**config.mk**
```make
export PLATFORM = sky130hd
export DESIGN_NAME = morse_keyer
export DESIGN_NICKNAME = d
export VERILOG_FILES = /design/src/rtl/morse_keyer_pkg.sv /design/src/rtl/morse_unit_timer.sv /design/src/rtl/morse_keyer.sv
export SDC_FILE = /design/constraint.sdc
export NUM_CORES = 1
export LEC_CHECK = 0
export CORE_MARGIN = 10
export CORE_UTILIZATION = 45
export CTS_CLUSTER_DIAMETER = 50
export DETAILED_ROUTE_END_ITERATION = 7
export PLACE_DENSITY = 0.76
export REMOVE_ABC_BUFFERS = 1
export SYNTH_ARGS = -nofsm -noshare
export SYNTH_HDL_FRONTEND = slang
export SYNTH_SLANG_ARGS = --single-unit
export TNS_END_PERCENT = 5
```
**constraint.sdc**
```tcl
create_clock -name clk -period 3 [get_ports clk]
set_input_delay 0.3 -clock clk [delete_from_list [all_inputs] [get_ports clk]]
set_output_delay 0.3 -clock clk [all_outputs]
set_load 0.01 [all_outputs]
```
**src/rtl/morse_keyer_pkg.sv**
```systemverilog
// Shared symbol encoding, word geometry and gap lengths for the Morse lookup and keyer stages.
package morse_keyer_pkg;

  localparam int SYM_W  = 3;
  localparam int SYMS   = 8;
  localparam int WORD_W = SYM_W * SYMS;

  localparam logic [2:0] DOT  = 3'b010;
  localparam logic [2:0] DASH = 3'b011;
  localparam logic [2:0] LAST = 3'b100;

  localparam logic [2:0] ELEM_GAP   = 3'd1;
  localparam logic [2:0] CHAR_GAP   = 3'd3;
  localparam logic [2:0] WORD_EXTRA = 3'd4;
  localparam logic [2:0] DASH_UNITS = 3'd3;
  localparam logic [2:0] DOT_UNITS  = 3'd1;

  typedef enum logic [1:0] {
    ST_IDLE,
    ST_SYM,
    ST_MARK,
    ST_GAP
  } state_t;

  function automatic logic is_mark(input logic [2:0] s);
    return (s[1:0] == DOT[1:0]) || (s[1:0] == DASH[1:0]);
  endfunction

  function automatic logic is_last(input logic [2:0] s);
    return (s & LAST) != 3'b000;
  endfunction

endpackage

```
**src/rtl/morse_unit_timer.sv**
```systemverilog
// Counts whole dit units; done is high in the final clock of a 'units'-long interval.
module morse_unit_timer #(
  parameter int UNIT_CYCLES = 3_000_000
) (
  input  logic       clk,
  input  logic       rst_n,
  input  logic       start,
  input  logic [2:0] units,
  output logic       done
);

  localparam int CW = (UNIT_CYCLES > 1) ? $clog2(UNIT_CYCLES) : 1;
  localparam logic [CW-1:0] CYC_LAST = CW'(UNIT_CYCLES - 1);

  logic [CW-1:0] cyc_cnt;
  logic [2:0]    unit_cnt;

  // NOTE: sequential state uses non-blocking assignments so every register samples pre-edge values.
  always_ff @(posedge clk or negedge rst_n) begin
    if (!rst_n) begin
      cyc_cnt  <= '0;
      unit_cnt <= '0;
    end else if (start) begin
      cyc_cnt  <= '0;
      unit_cnt <= '0;
    end else if (cyc_cnt == CYC_LAST) begin
      cyc_cnt <= '0;
      if (unit_cnt != 3'd6) unit_cnt <= unit_cnt + 3'd1;
    end else begin
      cyc_cnt <= cyc_cnt + 1'b1;
    end
  end

  assign done = (cyc_cnt == CYC_LAST) && (unit_cnt == units - 3'd1);

endmodule

```
**src/rtl/morse_keyer.sv**
```systemverilog
// Plays packed Morse words as a timed key signal with standard element/char/word spacing.
// Optional sidetone output is built when MORSE_SIDETONE_EN is defined.
module morse_keyer
  import morse_keyer_pkg::*;
#(
  parameter int UNIT_CYCLES = 3_000_000,
  parameter int TONE_DIV    = 25_000
) (
  input  logic              clk,
  input  logic              rst_n,
  input  logic              in_valid,
  input  logic [WORD_W-1:0] in_morse,
  output logic              in_ready,
  output logic              key_out,
`ifdef MORSE_SIDETONE_EN
  output logic              busy,
  output logic              tone_out
`else
  output logic              busy
`endif
);

  state_t            state;
  logic [WORD_W-1:0] word_q;
  logic [2:0]        idx;
  logic [2:0]        units_q;
  logic              last_q;
  logic              done;
  logic              timer_start;
  logic [SYM_W-1:0]  sym;

  // The current symbol is always the top field; the word shifts left as symbols are consumed.
  assign sym         = word_q[WORD_W-1 -: SYM_W];
  assign timer_start = !((state == ST_MARK) || (state == ST_GAP)) || done;
  assign busy        = ~in_ready;

  morse_unit_timer #(.UNIT_CYCLES(UNIT_CYCLES)) u_timer (
    .clk   (clk),
    .rst_n (rst_n),
    .start (timer_start),
    .units (units_q),
    .done  (done)
  );

  always_ff @(posedge clk or negedge rst_n) begin
    if (!rst_n) begin
      state    <= ST_IDLE;
      word_q   <= '0;
      idx      <= '0;
      units_q  <= '0;
      last_q   <= 1'b0;
      key_out  <= 1'b0;
      in_ready <= 1'b1;
    end else begin
      case (state)
        ST_IDLE: begin
          if (in_valid) begin
            word_q   <= in_morse;
            idx      <= '0;
            last_q   <= 1'b0;
            in_ready <= 1'b0;
            state    <= ST_SYM;
          end
        end
        ST_SYM: begin
          if (is_mark(sym)) begin
            key_out <= 1'b1;
            units_q <= sym[0] ? DASH_UNITS : DOT_UNITS;
            state   <= ST_MARK;
          end else if (is_last(sym) || idx == 3'd7) begin
            // A lone LAST marker in slot 0 is a word space; otherwise it just closes the character.
            units_q <= (is_last(sym) && idx == 3'd0) ? WORD_EXTRA : CHAR_GAP;
            last_q  <= 1'b1;
            state   <= ST_GAP;
          end else begin
            idx    <= idx + 3'd1;
            word_q <= word_q << SYM_W;
          end
        end
        ST_MARK: begin
          if (done) begin
            key_out <= 1'b0;
            state   <= ST_GAP;
            if (is_last(sym) || idx == 3'd7) begin
              units_q <= CHAR_GAP;
              last_q  <= 1'b1;
            end else begin
              units_q <= ELEM_GAP;
              idx     <= idx + 3'd1;
              word_q  <= word_q << SYM_W;
            end
          end
        end
        ST_GAP: begin
          if (done) begin
            if (last_q) begin
              last_q   <= 1'b0;
              in_ready <= 1'b1;
              state    <= ST_IDLE;
            end else begin
              state <= ST_SYM;
            end
          end
        end
        default: state <= ST_IDLE;
      endcase
    end
  end

`ifdef MORSE_SIDETONE_EN
  localparam int TW = (TONE_DIV > 1) ? $clog2(TONE_DIV) : 1;
  localparam logic [TW-1:0] TONE_LAST = TW'(TONE_DIV - 1);

  logic [TW-1:0] tone_cnt;
  logic          tone_q;

  always_ff @(posedge clk or negedge rst_n) begin
    if (!rst_n) begin
      tone_cnt <= '0;
      tone_q   <= 1'b0;
    end else if (!key_out) begin
      tone_cnt <= '0;
      tone_q   <= 1'b0;
    end else if (tone_cnt == TONE_LAST) begin
      tone_cnt <= '0;
      tone_q   <= ~tone_q;
    end else begin
      tone_cnt <= tone_cnt + 1'b1;
    end
  end

  assign tone_out = tone_q & key_out;
`else
  wire unused_tone_div = |TONE_DIV;
`endif

endmodule

```
# [Word level (Yosys, flattened, before mapping)]
# Index checks and enable logic that the tools add are counted.
# Widths: inputs -> output; s select.
[totals] regBits=60 out_inout_bits=3 elab_cells=91
[classes] addsub=4 n_eq_ne=16 reduce_logical=21 n_mux=40 bitwise=1
[ops] cell="$mux 24" n=4
[ops] cell="$pmux 24 s3" n=1
[ops] cell="$mux 22" n=2
[ops] cell="$mux 3" n=11
[ops] cell="$add 22x1->22 const B" n=1
[ops] cell="$eq 22x22->1 const B" n=1
[ops] cell="$reduce_and 4->1" n=4
[ops] cell="$mux 2" n=7
[ops] cell="$ne 2x2->1 const B" n=6
[ops] cell="$mux 1" n=9
[ops] cell="$pmux 3 s3" n=1
[ops] cell="$eq 2x2->1 const B" n=4
[ops] cell="$pmux 2 s4" n=1
[ops] cell="$reduce_bool 2->1" n=4
[ops] cell="$add 3x1->3 const B" n=2
[ops] cell="$ne 3x3->1 const B" n=2
[ops] cell="$pmux 3 s2" n=1
[ops] cell="$reduce_and 3->1" n=2
[ops] cell="$logic_or 1x1->1" n=4
[ops] cell="$pmux 1 s2" n=2
[ops] cell="$pmux 1 s4" n=1
[ops] cell="$eq 3x3->1" n=1
[ops] cell="$eq 3x3->1 const B" n=1
[ops] cell="$logic_not 3->1" n=1
[ops] cell="8 further kinds" n=9

# [Depth between registers and ports, before layout]
# Gate-level depths: netlist of run 1.
[depth] depth_word=6 mapped_depth=9

# [Hierarchy]
# A second synthesis of run 1 with hierarchy kept.
[unflattened] cells_unflattened=299 hier_area_um2=3380.7
[by_module_without_submodules] module="morse_keyer" n_inst=1 cells_each=145 area_per_inst_um2=1930.6
[by_module_without_submodules] module="morse_unit_timer" n_inst=1 cells_each=154 area_per_inst_um2=1450.1

# [Worst setup path after synthesis of run 1]
# OpenSTA, ideal clock, no wires.
[synth_path] path_kind="reg2reg" from="register units_q[0]" to="register word_q[10]" setup_slack_ps=881 path_buffers=2 setup_time_ps=125 t_required_ps=2875 period_less_slack_ps=2119 stages_incl_launch_ff=10 arrival_ps=1994 path_cell_list="dfrtp_1 -> inv_1 -> ha_1 -> xor2_1 -> nand3_1 -> o41ai_2 -> and4b_1 -> buf_6 -> buf_12 -> mux2_4"
[synth_between] elab_chain_cells=5
[synth_rtl] item="start: declaration" line="morse_keyer.sv:26" text="logic [2:0] units_q;"
[synth_rtl] item="start signal: assignment" line="morse_keyer.sv:68" text="units_q <= sym[0] ? DASH_UNITS : DOT_UNITS;"
[synth_rtl] item="start signal: assignment" line="morse_keyer.sv:72" text="units_q <= (is_last(sym) && idx == 3'd0) ? WORD_EXTRA : CHAR_GAP;"
[synth_rtl] item="$sub 3x1->3" line="morse_unit_timer.sv:34" text="assign done = (cyc_cnt == CYC_LAST) && (unit_cnt == units - 3'd1);"
[synth_rtl] item="$eq 3x3->1" line="morse_unit_timer.sv:34"
[synth_rtl] item="$logic_and 1x1->1" line="morse_unit_timer.sv:34"
[synth_rtl] item="$ne 2x2->1 (no source line)"
[synth_rtl] item="$reduce_and 4->1 (no source line)"
[synth_rtl] item="end signal: assignment" line="morse_keyer.sv:58" text="word_q <= in_morse;"
[synth_rtl] item="end signal: assignment" line="morse_keyer.sv:77" text="word_q <= word_q << SYM_W;"
[synth_rtl] item="end signal: assignment" line="morse_keyer.sv:90" text="word_q <= word_q << SYM_W;"
[synth_rtl] item="end: declaration" line="morse_keyer.sv:24" text="logic [WORD_W-1:0] word_q;"
# Every way passes these cells.
# A chain may end at the register's enable or synchronous reset.

# [Worst setup path after layout of run 1]
[layout_path] from="register units_q[0]" to="register word_q[6]"
# Same word-level chain as after synthesis.

==> results of run 1 <==
cells in the final DEF, fill, tap and decap left out, drive strengths merged, types with 11 or more instances in the layout:
cell and instances:
clkbuf 14, clkdlybuf4s50 28, dfrtp 59, ha 11, inv 15, mux2 45
nand2 14, nand3 14, nor2 24, nor3 11, o21ai 12, xnor2 13
synth_stat cells (2+ instances only):
| cell type | n |
|---|---|
| sky130_fd_sc_hd__nand3_1 | 13 |
| sky130_fd_sc_hd__nor2b_1 | 4 |
| sky130_fd_sc_hd__nor4_1 | 4 |
| sky130_fd_sc_hd__a21oi_1 | 7 |
| sky130_fd_sc_hd__dfrtp_1 | 59 |
| sky130_fd_sc_hd__a211oi_1 | 2 |
| sky130_fd_sc_hd__nand4_1 | 3 |
| sky130_fd_sc_hd__nor2_1 | 24 |
| sky130_fd_sc_hd__nand2_1 | 14 |
| sky130_fd_sc_hd__xor2_1 | 7 |
| sky130_fd_sc_hd__and4_1 | 2 |
| sky130_fd_sc_hd__ha_1 | 11 |
| sky130_fd_sc_hd__buf_12 | 2 |
| sky130_fd_sc_hd__and4b_1 | 2 |
| sky130_fd_sc_hd__mux2_4 | 16 |
| sky130_fd_sc_hd__nand2b_1 | 2 |
| sky130_fd_sc_hd__mux2_2 | 29 |
| sky130_fd_sc_hd__o22ai_1 | 2 |
| sky130_fd_sc_hd__and3_1 | 5 |
| sky130_fd_sc_hd__o21ai_0 | 12 |
| sky130_fd_sc_hd__or3_1 | 2 |
| sky130_fd_sc_hd__xnor2_1 | 13 |
| sky130_fd_sc_hd__clkbuf_1 | 5 |
| sky130_fd_sc_hd__mux2i_1 | 6 |
| sky130_fd_sc_hd__inv_1 | 15 |
| sky130_fd_sc_hd__nor3_1 | 10 |
final cells by class:
class | count | area share [%]
multi-input cells | 208 | 43.2
flip-flops and latches | 60 | 38.8
repair buffers | 35 | 8.52
clock buffers | 14 | 4.71
well taps | 99 | 3.20
inverters | 15 | 1.45
clock inverters | 1 | 0.129
routing by layer:
| layer | vias up | track usage (%) | part of all wire, % |
|---|---|---|---|
| li1 | 1113 | - | - |
| met1 | 1125 | 13.6 | 44 |
| met2 | 39 | 20.4 | 50 |
| met3 | 7 | 4.26 | 4.8 |
| met4 | 0 | 4.93 | 1.1 |
| met5 | - | 0 | 0 |
cell families (layout without fill, tap and decap cells):
kind of cell / count (synthesis) / count (layout) / share of synthesized area (%)
flops: 60 / 60 / 45.3
xor+xnor: 21 / 21 / 5.96
mux: 51 / 51 / 18.9
compound gates: 33 / 33 / 6.49
fa+ha+maj: 11 / 11 / 4.15
buf+inv: 25 / 65 / 4.15
simple gates: 92 / 92 / 15.0
per-stage QoR:
stage	hold WS [ns]	std cells	setup WS [ns]	util, %
after floorplan	0.00441	283	0.208	-
after global placement	0.383	417	0.632	51.1
after detailed placement	0.390	417	0.563	51.1
after CTS	0.0237	432	0.555	53.7
after global routing	0.0530	432	0.412	53.7
final	0.00453	432	0.543	53.7
registers in the layout, indices dropped and copies added (netlist names):
register / cells
word_q: 24
u_timer.cyc_cnt: 22
idx: 3
u_timer.unit_cnt: 3
units_q: 3
state: 2
in_ready: 1
key_out: 1
last_q: 1
power by group through the flow:
stage | clock [mW] | combinational [mW] | sequential (mW)
2_1_floorplan | 0 | 1.60 | 1.17
3_3_place_gp | 0 | 1.87 | 1.21
3_5_place_dp | 0 | 1.94 | 1.22
4_1_cts | 0.708 | 1.95 | 1.21
5_1_grt | 0.743 | 2.10 | 1.25
6_report | 0.689 | 1.92 | 1.21
worst min path at each step:
stage / startpoint / endpoint / slack, ns
2_1_floorplan: rst_n / idx[0] / 0.004
3_3_place_gp: rst_n / u_timer.cyc_cnt[11] / 0.38
3_5_place_dp: rst_n / u_timer.cyc_cnt[9] / 0.39
4_1_cts: rst_n / word_q[5] / 0.02
5_1_grt: rst_n / word_q[5] / 0.05
6_report: rst_n / u_timer.cyc_cnt[8] / 0.005
==> results.txt, run 1 <==
----------------------------------------------------
[Pwr]
  Clock network fraction of total power ... 18.0%
  Switching component of the power ... 1.31 mW
  Logic gate share of total power ... 50.3%
  Worst IR drop on VDD ... 0.720 mV
  Power consumption ... 3.83 mW
  Internal ... 2.51 mW
  Areal power density over the cells ... 987 mW/mm^2
  Proportion of power drawn by flip-flops and latches ... 31.7%
  Switching Share ... 34.3%
  Leak pwr ... 1.65 nW

[Drt]
  Vias per cell ... 5.29
  Via Count ... 2284
  Number of iterations in the first detailed-routing pass ... 4
  Mean routed wirelength per cell ... 15.0 um
  Routed Antenna Nets ... 0
  Iter 0 DRT Violations ... 77
  Post-route DRC ... 0
  Final WL ... 6460 um

[Critical path]
  Worst flop-to-flop path endpoint ... word_q[6]
  CP top delay family ... buffers and inverters
  Largest incremental delay on the critical path ... 0.40 ns
  Crit start category ... flip-flop
  Beginning of the worst register-to-register path ... units_q[0]
  Worst path cell trace ... inv_1 > ha_1 > xor2_1 > nand3_1 > o41ai_2 > and4b_1 > buf_4 > mux2_2
  Reg2Reg Setup Slack ... 0.54 ns
  Worst Setup End Kind ... flip-flop
  Number of cell instances on the worst register-to-register path ... 8
  Crit path kind ... reg -> reg
  Critical Path AT ... 2.68 ns
  Worst setup path start ... units_q[0]
  Worst Path Max Fanout ... 27
  Crit path depth ... 8
  Slowest cell on the critical path ... sky130_fd_sc_hd__buf_4
  Critical Path Sink ... word_q[6]
  Sum of buffers and inverters on the critical path ... 2
  Worst EP required ... 3.22 ns

[Yosys]
  Most common flop cell mapped by yosys ... sky130_fd_sc_hd__dfrtp_1
  Proportion of synthesized chip area in sequential cells ... 45.3%
  Synth Instances ... 293
  Yosys top cell by area ... sky130_fd_sc_hd__dfrtp_1
  Netlist area before placement ... 0.00332 sq mm
  Share of flip-flops with an asynchronous set or reset ... 100%
  Synthesized flop and latch total ... 60
  Largest cells by area after synthesis ... sky130_fd_sc_hd__dfrtp_1 (45%), sky130_fd_sc_hd__mux2_2 (9.8%), sky130_fd_sc_hd__mux2_4 (7.2%)
  Synth unique cells ... 48
  Area share of the largest cell type after synthesis ... 44.5%
  Avg Inst Size Synth ... 11.3 sq um
  Number of synthesized flops with an enable pin ... 0
  Yosys warning count ... 0

[Die]
  Die area ... 0.0112 sq mm
  IO Pins ... 30
  Standard cell core area ... 0.00721 sq mm
  Chip width ... 106 um
  Number of rows created at floorplan ... 31
  Initial cell density of the core ... 46.0%
  Floorplan die height ... 106 um

[STA]
  Slew Limit Headroom ... 54.9%
  Tmin final ... 2.46 ns
  Fin. Hold Viols ... 0
  Transition time at the pin with the least slew margin ... 0.676 ns
  Total negative slack for setup checks ... 0 ns
  Max-slew violation count ... 0
  Setup repair after global routing missed its margin ... no
  Final clock period utilization by the worst path ... 81.9%
  Final setup violation count ... 0
  Maximum clock frequency ... 0.407 GHz
  Clock skew after layout ... 0.00857 ns

[Clock network]
  Maximum count of clock buffers along a single path ... 2
  Clock tree from TritonCTS ... done
  CTS-repair resized insts ... 0
  TritonCTS Buffers ... 9
  Clk Tree Root Cell ... sky130_fd_sc_hd__clkbuf_8
  Post-CTS repair timing setup buffer count ... 0
  # H-tree levels ... 3
  Total number of clock tree sinks ... 60
  Post-cts hold buffer count ... 0
  Clock slew at reported path FFs ... 0.07 ns
  Insertion delay to the later sink of the worst-skew pair ... 0.33 ns

[GRT]
  Wire length of the first global-routing pass ... 11200 um
  Vias in the first global route ... 2445
  Pin count of the biggest net entering global routing ... 32
  Combined global-route utilization of all metal layers ... 12.1%
  Total grt overflow ... 0
  Antenna violations before repair ... 0

[Final layout]
  Inserted Diodes ... 0
  NumNets Final ... 367
  # fillers ... 648
  Fraction of layout cells with a size suffix above 1 ... 21.6%
  Final non-filler cell area ... 0.00388 sq mm
  Footprint of the multi-input gates ... 0.00168 sq mm
  Layout area overhead ... 16.9%
  Register area ... 0.00150 sq mm

[Worst hold path]
  Worst hold-check path type ... in -> async

[Outcome]
  Outcome ... finished clean

[Place]
  Number of port buffers ... 29
  Cell area after placement ... 0.00369 sq mm
  DPL Wire Length ... 4530 um
  Last weighted congestion value of the routability-driven placer ... 0.815

[Flow run]
  Number of max-cap violations ... 0

----------------------------------------------------
Power figures use the tool's default switching activity.
==> inputs of run 2 (changes only) <==
- PLACE_DENSITY: 0.76 -> 0.78
- clock period: 3 -> 2.1 ns (I/O delays scaled with it)
==> run 2 against run 1 <==
Net effect:
- critical path type unchanged
- sequential cell count stayed put
- worst setup slack worse by 0.58 ns
- design area is 6.8% higher
- via count is 5.5% higher
- fmax is 15% higher
- power is 53% higher
- routed wire length is 3.7% higher
- core utilization is 3.7 points higher
- the run now ends with negative setup slack left
==> results.txt, run 2 (synthesis gave the netlist of run 1 again) <==
----------------------------------------------------
[Final layout]
  Flip-flop count of the largest register after layout ... 24 (unchanged)
  Leading registers by flop count ... word_q x24, u_timer.cyc_cnt x22
  Final non-filler cell area ... 0.00414 sq mm (+6.8%)
  NumNets Final ... 393 (+7.1%)
  Fraction of layout cells with a size suffix above 1 ... 28.4% (+6.8 points)
  Inserted Diodes ... 0 (unchanged)
  # fillers ... 624 (-3.7%)
  Most common cell after layout, fill and taps aside ... sky130_fd_sc_hd__dfrtp_1
  Commonest cells after routing, fill and taps aside ... sky130_fd_sc_hd__dfrtp_1 (59), sky130_fd_sc_hd__clkdlybuf4s50_1 (28), sky130_fd_sc_hd__buf_4 (28), sky130_fd_sc_hd__mux2_2 (26), sky130_fd_sc_hd__nor2_1 (24)
  Register containing the most flip-flops in the final layout ... word_q
  Layout area overhead ... 24.9%

[Critical path]
  Crit path kind ... reg -> reg
  Crit start category ... flip-flop
  Worst Path Max Fanout ... 12 (-56%)
  Critical Path AT ... 2.37 ns (-0.31 ns)
  Worst flop-to-flop path endpoint ... word_q[7]
  Reg2Reg Setup Slack ... -0.04 ns (-0.58 ns)
  Beginning of the worst register-to-register path ... units_q[1]
  Worst EP required ... 2.33 ns (-0.89 ns)
  Number of cell instances on the worst register-to-register path ... 8 (unchanged)
  Worst Setup End Kind ... flip-flop

[Flow run]
  Number of max-cap violations ... 0 (unchanged)

[GRT]
  Global-route track usage on met3 ... 3.41% (-0.85 points)
  Global routing met1 resource utilization ... 15.0% (+1.3 points)
  Combined global-route utilization of all metal layers ... 12.6% (+0.54 points)
  Antenna violations before repair ... 0 (unchanged)
  Met2 track demand over resource in global routing ... 20.6% (+0.22 points)
  Pin count of the biggest net entering global routing ... 31 (-3.1%)
  Total grt overflow ... 0 (unchanged)
  Layer with the highest usage after global routing ... met2
  Vias in the first global route ... 2572 (+5.2%)
  Wire length of the first global-routing pass ... 11700 um (+4.0%)

[Die]
  Floorplan die height ... 106 um (unchanged)
  Initial cell density of the core ... 46.0% (unchanged)
  Die area ... 0.0112 sq mm (unchanged)
  Chip width ... 106 um (unchanged)
  Number of rows created at floorplan ... 31 (unchanged)
  IO Pins ... 30 (unchanged)
  Standard cell core area ... 0.00721 sq mm (unchanged)

[Clock network]
  TritonCTS Buffers ... 9 (unchanged)
  Post-CTS repair timing setup buffer count ... 0 (unchanged)
  Clock slew at reported path FFs ... 0.07 ns (about the same)
  Clk Tree Root Cell ... sky130_fd_sc_hd__clkbuf_8
  Insertion delay to the later sink of the worst-skew pair ... 0.34 ns (about the same)
  Maximum count of clock buffers along a single path ... 2 (unchanged)
  Clock tree from TritonCTS ... done
  Total number of clock tree sinks ... 60 (unchanged)
  # H-tree levels ... 3 (unchanged)

[STA]
  Max-slew violation count ... 0 (unchanged)
  Final setup violation count ... 18 (+18)
  Tmin final ... 2.14 ns (-0.316 ns)
  Slew Limit Headroom ... 56.6% (+1.7 points)
  Maximum clock frequency ... 0.467 GHz (+15%)
  Clock skew after layout ... 0.00720 ns (-0.00137 ns)
  Transition time at the pin with the least slew margin ... 0.651 ns (-0.0253 ns)
  Final clock period utilization by the worst path ... 102% (+20 points)
  Worst path setup slack after routing ... -0.0404 ns (-0.584 ns)
  Fin. Hold Viols ... 0 (unchanged)
  WHS ... 0.446 ns (+0.441 ns)
  Setup repair after global routing missed its margin ... yes

[Place]
  Last weighted congestion value of the routability-driven placer ... 0.874 (+7.3%)
  Number of port buffers ... 29 (unchanged)
  Cell area after placement ... 0.00388 sq mm (+5.2%)
  DPL Wire Length ... 4740 um (+4.5%)

[Pwr]
  Worst IR drop on VDD ... 0.885 mV (+23%)
  Leak pwr ... 1.79 nW (+8.5%)
  Areal power density over the cells ... 1410 mW/mm^2 (+43%)
  Power consumption ... 5.85 mW (+53%)

[Drt]
  Mean routed wirelength per cell ... 14.6 um (-2.2%)
  Number of iterations in the first detailed-routing pass ... 4 (unchanged)
  Routed Antenna Nets ... 0 (unchanged)
  Via Count ... 2409 (+5.5%)
  Post-route DRC ... 0 (unchanged)
  Iter 0 DRT Violations ... 108 (+40%)
  Vias per cell ... 5.26 (-0.51%)
  Final WL ... 6700 um (+3.7%)

[Outcome]
  Outcome ... finished with violations
  Failing checks ... negative setup slack

[Worst hold path]
  Worst hold-check path type ... in -> async

----------------------------------------------------
## run 2: layout make-up
type                       count  area [sq um]  share of cell area, %
multi-input combinational    208          1730                   41.7
sequential                    60          1500                   36.3
timing repair buffer          61           562                   13.6
clock buffer                  14           163                   3.93
tap                           99           124                   2.99
inverter                      15          56.3                   1.36
clock inverter                 1          7.51                  0.181
## run 2: power by group
group	internal [mW]	leakage, nW	switching, mW
Sequential	1.52	0.765	0.210
Combinational	1.86	0.944	1.33
Clock	0.488	0.0828	0.434
## run 2: what timing repair did
| action | 4_1_cts | 5_1_grt |
|---|---|---|
| gates cloned | 0 | 1 |
| endpoints found under the hold margin | 28 | 0 |
| hold buffers | 1 | 0 |
| endpoints found under the setup margin | 27 | 28 |
| resized for setup | 3 | 8 |
## run 2: metal layers
metal,vias to the layer above,part of all wire [%]
met3,15,4.9
li1,1170,-
met2,54,47
met1,1170,45
met5,-,0
met4,0,2.4
## run 2: how the worst max path moves through the flow
stage                     startpoint    endpoint  slack, ns  depth (start not counted)
after floorplan             state[0]   word_q[0]      -0.69                          5
after global routing      units_q[0]  word_q[23]      -0.12                          8
after CTS                 units_q[0]   word_q[4]      -0.03                          8
after detailed placement  units_q[0]   word_q[0]      -0.05                          8
final                     units_q[1]   word_q[7]      -0.04                          8
after global placement    units_q[0]   word_q[4]      -0.02                          8
## run 2: stage by stage
stage / std cells / util [%] / TNS (ns) / worst slack (ns)
2_1_floorplan: 283 / - / -16.82 / -0.692
3_3_place_gp: 441 / 53.8 / -0.161 / -0.0233
3_5_place_dp: 441 / 53.8 / -0.364 / -0.0472
4_1_cts: 457 / 56.5 / -0.169 / -0.0273
5_1_grt: 458 / 57.4 / -2.75 / -0.123
6_report: 458 / 57.4 / -0.535 / -0.0404
## run 2: critical path, stage by stage (launching register included)
cell and delay [ns]:
sky130_fd_sc_hd__dfrtp_1 0.35, sky130_fd_sc_hd__inv_1 0.07, sky130_fd_sc_hd__ha_4 0.27, sky130_fd_sc_hd__xor2_2 0.15, sky130_fd_sc_hd__nand3_2 0.10, sky130_fd_sc_hd__o41ai_2 0.22
sky130_fd_sc_hd__and4b_2 0.34, sky130_fd_sc_hd__clkbuf_16 0.21, sky130_fd_sc_hd__mux2_4 0.30
